===== config.mk =====
export PLATFORM = sky130hd
export DESIGN_NAME = servo_pose_sequencer
export DESIGN_NICKNAME = d
export VERILOG_FILES = /design/src/rtl/servo_pose_sequencer.sv
export SDC_FILE = /design/constraint.sdc
export NUM_CORES = 1
export LEC_CHECK = 0
export BUFFER_PORTS_ARGS = -buffer_cell sky130_fd_sc_hd__clkbuf_2
export CORE_MARGIN = 2
export CORE_UTILIZATION = 57
export CTS_BUF_LIST = sky130_fd_sc_hd__clkbuf_16
export DETAILED_ROUTE_END_ITERATION = 16
export GPL_ROUTABILITY_DRIVEN = 0
export HOLD_SLACK_MARGIN = 0.06
export PLACE_DENSITY = 0.78
export SLEW_MARGIN = 20
export SYNTH_ARGS = -nofsm -noshare
export SYNTH_HDL_FRONTEND = slang
export SYNTH_SLANG_ARGS = --single-unit

===== constraint.sdc =====
create_clock -name i_clk -period 6.5 [get_ports i_clk]
set_input_delay 0.65 -clock i_clk [delete_from_list [all_inputs] [get_ports i_clk]]
set_output_delay 0.65 -clock i_clk [all_outputs]
set_load 0.03 [all_outputs]

===== src/rtl/servo_pose_sequencer.sv =====
// N-channel servo pose engine: tick-rate jogging, pose recording into a small memory,
// and rate-limited replay with per-pose dwell and optional looping.
module servo_pose_sequencer #(
  parameter int N_CH       = 4,
  parameter int W          = 13,
  parameter int DEPTH      = 16,
  parameter int MIN_POS    = 500,
  parameter int MAX_POS    = 2500,
  parameter int CENTER     = 1500,
  parameter int STEP       = 8,
  parameter int TICK_DIV   = 50000,
  parameter int HOLD_TICKS = 100,
  localparam int AW        = $clog2(DEPTH)
) (
  input  logic              i_clk,
  input  logic              i_rst,
  input  logic [N_CH-1:0]   i_jog_inc,
  input  logic [N_CH-1:0]   i_jog_dec,
  input  logic              i_save,
  input  logic              i_clear,
  input  logic              i_play,
  input  logic              i_stop,
  input  logic              i_loop,
  output logic [N_CH*W-1:0] o_servo,
  output logic              o_replaying,
  output logic [AW:0]       o_tot_state,
  output logic [AW-1:0]     o_current_state,
  output logic              o_full
);

  localparam int CW  = (TICK_DIV > 1) ? $clog2(TICK_DIV) : 1;
  localparam int HW  = (HOLD_TICKS > 0) ? $clog2(HOLD_TICKS + 1) : 1;
  localparam int W1  = W + 1;
  localparam int AW1 = AW + 1;

  localparam logic [1:0] S_IDLE = 2'd0;
  localparam logic [1:0] S_MOVE = 2'd1;
  localparam logic [1:0] S_HOLD = 2'd2;

  localparam logic signed [W:0] STEP_S   = W1'(STEP);
  localparam logic signed [W:0] MIN_S    = W1'(MIN_POS);
  localparam logic signed [W:0] MAX_S    = W1'(MAX_POS);
  localparam logic [W-1:0]      CENTER_W = W'(CENTER);
  localparam logic [AW:0]       DEPTH_T  = AW1'(DEPTH);

  logic [1:0]        state, state_nxt;
  logic              replaying;
  logic [CW-1:0]     tick_cnt;
  logic              tick;
  logic [HW-1:0]     hold_cnt, hold_nxt;
  logic [AW:0]       tot, tot_nxt;
  logic [AW-1:0]     cur, cur_nxt;
  logic [N_CH*W-1:0] pos, pos_nxt, target;
  logic [N_CH*W-1:0] mem [DEPTH];
  logic              at_target, full, save_en;

  // Arithmetic runs one bit wider than a position so saturation never sees a wrap.
  function automatic logic [W-1:0] clamp_pos(input logic signed [W:0] v);
    if (v > MAX_S) return MAX_S[W-1:0];
    if (v < MIN_S) return MIN_S[W-1:0];
    return v[W-1:0];
  endfunction

  function automatic logic [W-1:0] jog_step(input logic [W-1:0] p, input logic up,
                                            input logic dn);
    logic signed [W:0] s;
    s = signed'({1'b0, p});
    if (up && !dn)      s = s + STEP_S;
    else if (dn && !up) s = s - STEP_S;
    return clamp_pos(s);
  endfunction

  function automatic logic [W-1:0] ramp_step(input logic [W-1:0] p, input logic [W-1:0] t);
    logic signed [W:0] s, d;
    s = signed'({1'b0, p});
    d = signed'({1'b0, t}) - s;
    if (d <= STEP_S && d >= -STEP_S) return t;
    if (!d[W]) return clamp_pos(s + STEP_S);
    return clamp_pos(s - STEP_S);
  endfunction

  assign tick   = (tick_cnt == CW'(TICK_DIV - 1));
  assign target = mem[cur];
  assign full   = (tot == DEPTH_T);

  always_comb begin
    pos_nxt   = pos;
    at_target = 1'b1;
    for (int k = 0; k < N_CH; k++) begin
      if (pos[k*W +: W] != target[k*W +: W]) at_target = 1'b0;
      if (tick && state == S_IDLE)
        pos_nxt[k*W +: W] = jog_step(pos[k*W +: W], i_jog_inc[k], i_jog_dec[k]);
      else if (tick && state == S_MOVE && !i_stop)
        pos_nxt[k*W +: W] = ramp_step(pos[k*W +: W], target[k*W +: W]);
    end
  end

  always_comb begin
    state_nxt = state;
    tot_nxt   = tot;
    cur_nxt   = cur;
    hold_nxt  = hold_cnt;
    save_en   = 1'b0;
    case (state)
      S_IDLE: begin
        if (i_clear) begin
          tot_nxt = '0;
        end else if (i_save && !full) begin
          tot_nxt = tot + AW1'(1);
          save_en = 1'b1;
        end
        // Play sees the post-save/clear count so a same-cycle save is included.
        if (i_play && !i_stop && tot_nxt != '0) begin
          cur_nxt   = '0;
          state_nxt = S_MOVE;
        end
      end
      S_MOVE: begin
        if (i_stop) begin
          state_nxt = S_IDLE;
        end else if (at_target) begin
          hold_nxt  = HW'(HOLD_TICKS);
          state_nxt = S_HOLD;
        end
      end
      S_HOLD: begin
        if (i_stop) begin
          state_nxt = S_IDLE;
        end else if (tick) begin
          if (hold_cnt <= HW'(1)) begin
            hold_nxt = '0;
            if ({1'b0, cur} + AW1'(1) < tot) begin
              cur_nxt   = cur + AW'(1);
              state_nxt = S_MOVE;
            end else if (i_loop) begin
              cur_nxt   = '0;
              state_nxt = S_MOVE;
            end else begin
              state_nxt = S_IDLE;
            end
          end else begin
            hold_nxt = hold_cnt - HW'(1);
          end
        end
      end
      default: state_nxt = S_IDLE;
    endcase
  end

  always_ff @(posedge i_clk) begin
    if (i_rst) begin
      state     <= S_IDLE;
      replaying <= 1'b0;
      tick_cnt  <= '0;
      hold_cnt  <= '0;
      tot       <= '0;
      cur       <= '0;
      pos       <= {N_CH{CENTER_W}};
    end else begin
      state     <= state_nxt;
      replaying <= (state_nxt != S_IDLE);
      tick_cnt  <= tick ? '0 : tick_cnt + CW'(1);
      hold_cnt  <= hold_nxt;
      tot       <= tot_nxt;
      cur       <= cur_nxt;
      pos       <= pos_nxt;
    end
  end

  always_ff @(posedge i_clk) begin
    if (save_en && !i_rst) mem[tot[AW-1:0]] <= pos;
  end

  assign o_servo         = pos;
  assign o_replaying     = replaying;
  assign o_tot_state     = tot;
  assign o_current_state = cur;
  assign o_full          = full;

endmodule


* Word level (Yosys, flattened, before mapping)
Memories as Yosys holds them, arrays and structs flattened. A register that Yosys moved wholly into a read port is not among the register bits. Index checks and enable logic that the tools add are counted. Widths: inputs -> output; s select.
Word-level totals: register bits after elaboration 87, bits in latches 0, memory bits (writable) 832, ROM bits 0, input port bits 15, logic and storage cells 369, memories 1
Cells by class: $add $sub $neg 17, multiply operators 0, div/mod/pow operators 0, $lt $le $gt $ge 34, equality and inequality tests 15, shift-type cells 0, multiplexer cells 256, bitwise operators 0, reductions and logical operators 39
Memories:
- mem | words 16, width 52, rd ports 1, clocked after Yosys merged registers in 1, wr ports 1, RTL line 54 | logic [N_CH*W-1:0] mem [DEPTH];
Operators with widths (number):
- $mux 13 | 72
- $gt 14x13->1 const B | 12
- $lt 14x10->1 const B | 12
- $mux 14 | 12
- $mux 1 | 147
- $add 13x4->14 const B | 4
- $ge 14x4->1 const B | 4
- $le 14x5->1 const B | 4
- $sub 13x13->14 | 4
- $sub 13x4->14 const B | 4
- $ne 13x13->1 | 4
- $mux 7 | 5
- $mux 4 | 8
- $logic_and 1x1->1 | 19
- $add 16x1->16 const B | 1
- $eq 16x16->1 const B | 1
- $mux 5 | 3
- $pmux 7 s2 | 1
- $mux 2 | 6
- $logic_not 1->1 | 11
- $ne 2x2->1 const B | 5
- $pmux 4 s2 | 1
- $reduce_bool 2->1 | 4
- $le 7x1->1 const B | 1
- other kinds (16) | 16

* Logic depth before layout (Yosys ltp)
depth after elaboration 24, gate-level depth with buffers 22, depth with buffers taken out 17

* Worst setup path before layout
OpenSTA, ideal clock, no wires.
path type register -> register, start register with a tool-made name, end register pos[27] (netlist: o_servo[27]), library setup time 117 ps, arrival time 5986 ps, required time 6383 ps, path slack 397 ps, stages on the path, launching flop included 21, path buffers 4, clock period less this slack 6103 ps, cells stage by stage dfxtp_1 -> buf_2 -> buf_2 -> buf_2 -> buf_1 -> mux4_2 -> mux4_2 -> inv_1 -> ha_1 -> inv_1 -> fa_1 -> and3_1 -> o211a_1 -> o31ai_1 -> or4b_1 -> or4b_4 -> a2111oi_4 -> nor2_2 -> a22oi_2 -> o21ai_1 -> a22o_1
RTL lines:
- end signal, assigned | RTL line 158 | pos <= {N_CH{CENTER_W}};
- end signal, assigned | RTL line 166 | pos <= pos_nxt;
- end, declared | RTL line 53 | logic [N_CH*W-1:0] pos, pos_nxt, target;

==> impl_metrics.env <==
export IMPL_drt_met1_wl_um=43840
export IMPL_netlist_area_sq_um=43850
export IMPL_worstPathCellList="buf_12, mux4_2, mux2_2, o21ai_0, ha_1, inv_1, fa_1, a21oi_1, o22ai_1, o21ai_0, nand4_1, a2111oi_0, nand4b_1, o2bb2ai_2, o221ai_1, nand2_1, o21ai_0"
export IMPL_hp_class="in -> reg"
export IMPL_cp_slowest_cell="o2bb2ai_2"
export IMPL_numClockSinks=923
export IMPL_required_ns=7.02
export IMPL_synth_ff_type="edfxtp_1"
export IMPL_fp_dieArea_sq_um=79170
export IMPL_cp_top_family="compound AO/OA/AOI/OAI gates"
export IMPL_cts_buffer_depth=3
export IMPL_h_tree_depth=3
export IMPL_layout_drive_gt1_share_pct=20.33
export IMPL_outcome="completed"
export IMPL_cts_root_buffer="clkbuf_16"
export IMPL_fin_tns_setup_ns=0
export IMPL_dpl_hpwl_um=74410
export IMPL_critical_path_buf_inv_count=2
export IMPL_avgRoutedWirePerCell_um=28.73
export IMPL_start_util_pct=57.64
export IMPL_synthMuxAreaShare_pct=13.88
export IMPL_power_density_nw_per_um2=249.9
export IMPL_synthSimpleGateAreaFrac_pct=9.099
export IMPL_skew_ns=0.04086
export IMPL_layout_common_cells="edfxtp_1, mux4_2, nor2_1, nand2_1, a21oi_1"
export IMPL_synth_seq_cells=923
export IMPL_synth_top_family_by_area="multiplexers"
export IMPL_ant_nets=0
export IMPL_die_y_um=281.4
export IMPL_grt_max_degree=53
export IMPL_dp_slack_ns=0.5611
export IMPL_path_class="reg -> reg"
export IMPL_setup_slack_ns=0.5149
export IMPL_grt_pass1_vias=28920
export IMPL_synth_area_leaders="edfxtp_1, mux4_2, dfxtp_1"
export IMPL_worst_setup_path_end_kind="flop"
export IMPL_min_path_cells=4
export IMPL_track_usage_pct=30.80
export IMPL_r2r_slack_ns=0.51
export IMPL_wl_um=121000
export IMPL_antenna_found_initial=2
export IMPL_post_cts_resized=0
export IMPL_reg2reg_depth=17
export IMPL_synth_fp_nets=3103
export IMPL_synth_top_area_share_pct=56.97
export IMPL_drc=0
export IMPL_synthArstFlopShare_pct=0
export IMPL_fin_util_pct=64.32
export IMPL_crit_fanout=23
export IMPL_synth_edf_count=832
export IMPL_critPathLaunchType="flop"
export IMPL_die_width_um=281.4
export IMPL_maxSlewViolCount=0
export IMPL_cts_setup_buffers=0
export IMPL_coreArea_sq_um=76080
export IMPL_cp_arrival_ns=6.51
export IMPL_synthCells=3012
export IMPL_wl_met3_um=15010
export IMPL_tightest_slew_ns=1.125
export IMPL_setup_viol=0
export IMPL_p_leak_nw=14.87
export IMPL_ys_seq_area_share_pct=61.13
export IMPL_yosys_area_share_xor_xnor_pct=2.077
export IMPL_yosysTopAreaCell="edfxtp_1"
export IMPL_cts_inserted_buffers=93
export IMPL_wl_met2_um=56520
export IMPL_rsz0062_at_grt="false"
export IMPL_clock_latency_ns=0.68
export IMPL_synth_compound_area_share_pct=9.253
export IMPL_grt_pass1_wl_um=180800
export IMPL_fin_crit_sh_pct=92.08
export IMPL_ioPinCount=78
export IMPL_fp_row_count=101
export IMPL_maxUsedRoutingLayer="met5"
export IMPL_via_count=29600
export IMPL_nets=3194
export IMPL_cts_tree="built"
export IMPL_area_delta_synth_final_pct=11.58
export IMPL_final_common_cell="edfxtp_1"
export IMPL_port_buffers=77
export IMPL_hold_violations=0
export IMPL_overflow=0
export IMPL_final_area_sq_um=48930
export IMPL_post_dp_cell_area_sq_um=45760
export IMPL_fin_crit_ns=5.985
export IMPL_antenna_cells=0
export IMPL_max_clock_freq_ghz=0.1671
export IMPL_synthAdderAreaFrac_pct=2.260
export IMPL_vias_per_cell=7.025
export IMPL_whs_ns=0.4153
export IMPL_synthDistinctLibCells=95
export IMPL_avgSynthCellArea_sq_um=14.56
export IMPL_cp_depth=17
export IMPL_initialDrtViolationCount=4917
export IMPL_max_vdd_ir_drop_mv=0.2023
export IMPL_critPathMaxStageDelay_ns=0.79
export IMPL_drv_cap=0
export IMPL_fillCellCount=5277
export IMPL_clk_pin_slew_ns=0.06
export IMPL_slew_headroom_pct=24.80
export IMPL_postCtsHoldBufs=0
export IMPL_detail_route_first_pass_iterations=8
export IMPL_crit_path_frequent_cell="o21ai_0"
export IMPL_yosys_warnings=0
==> worst reg2reg max path: stages (launching register included) <==
cell,delay (ns)
dfxtp_4,0.67
buf_12,0.32
mux4_2,0.56
mux2_2,0.27
o21ai_0,0.56
ha_1,0.30
inv_1,0.06
fa_1,0.41
a21oi_1,0.21
o22ai_1,0.18
o21ai_0,0.29
nand4_1,0.13
a2111oi_0,0.41
nand4b_1,0.19
o2bb2ai_2,0.79
o221ai_1,0.31
nand2_1,0.14
o21ai_0,0.08
==> kinds of logic after synthesis <==
| logic type | Yosys count |
|---|---|
| flip-flops | 923 |
| AND/OR/NAND/NOR | 763 |
| AO/OA/AOI/OAI | 599 |
| multiplexers | 285 |
| buffers and inverters | 261 |
| XOR/XNOR | 104 |
| adder cells (fa/ha/maj) | 77 |
==> cell usage after synthesis, drive strengths merged, types with 13 or more instances <==
master,number
o211ai,34
nor3b,15
a21o,13
edfxtp,832
or3,35
nor2,165
xor2,21
nand3b,17
a211oi,20
mux4,258
nand4,34
nor4,26
a21oi,136
and2,15
xnor2,83
nand2,147
a2111oi,17
a22oi,16
nand2b,34
nor3,62
o22ai,30
o21a,16
or4,14
dfxtp,91
and3,31
a221oi,14
o31ai,15
a31oi,27
ha,72
nand3,82
clkbuf,119
buf,49
o21ai,130
inv,90
or2,22
nor2b,24
mux2i,23
o221ai,16
==> cell type report <==
type,count,area [sq um],share of cell area (%)
flip-flops and latches,923,26820,54.82
multi-input cells,1828,16160,33.02
clock buffers,96,2402,4.909
well taps,1030,1289,2.634
repair buffers,164,1142,2.335
clock inverters,79,765.7,1.565
inverters,93,349.1,0.7134
==> routing by layer <==
metal | GRT usage, % | up-vias
li1 | - | 12310
met1 | 41.90 | 14720
met2 | 48.05 | 2146
met3 | 7.690 | 420
met4 | 12.56 | 2
met5 | 0 | -
==> final timing paths <==
check,start,endpoint
setup / recovery,flop,o_servo[0]$_SDFFE_PP0P_
hold / removal,i_clear,o_tot_state[3]$_SDFFE_PP0N_
setup reg to reg,flop,o_servo[0]$_SDFFE_PP0P_
hold reg to reg,tick_cnt[0]$_SDFF_PP0_,tick_cnt[0]$_SDFF_PP0_
==> report_power, final <==
group	internal, W	total, W	switching (W)
clock network	0.00324	0.00553	0.00229
registers	0.00639	0.00640	0.00000545
logic	0.0000934	0.000296	0.000202
==> flip-flops by register name (all words and copies together), names as in the netlist, named ones only <==
register / count
mem: 832
o_servo: 52
tick_cnt: 16
hold_cnt: 7
o_tot_state: 5
o_current_state: 4
state: 2
o_replaying: 1
==> through the flow <==
stage	total power, W	instances
6_report	0.01223	4213
3_5_place_dp	0.006809	4038
3_3_place_gp	0.006798	4036
5_1_grt	0.01251	4213
2_1_floorplan	0.006721	3012
4_1_cts	0.01226	4213
Note: power is estimated with default switching activity, not from simulation.
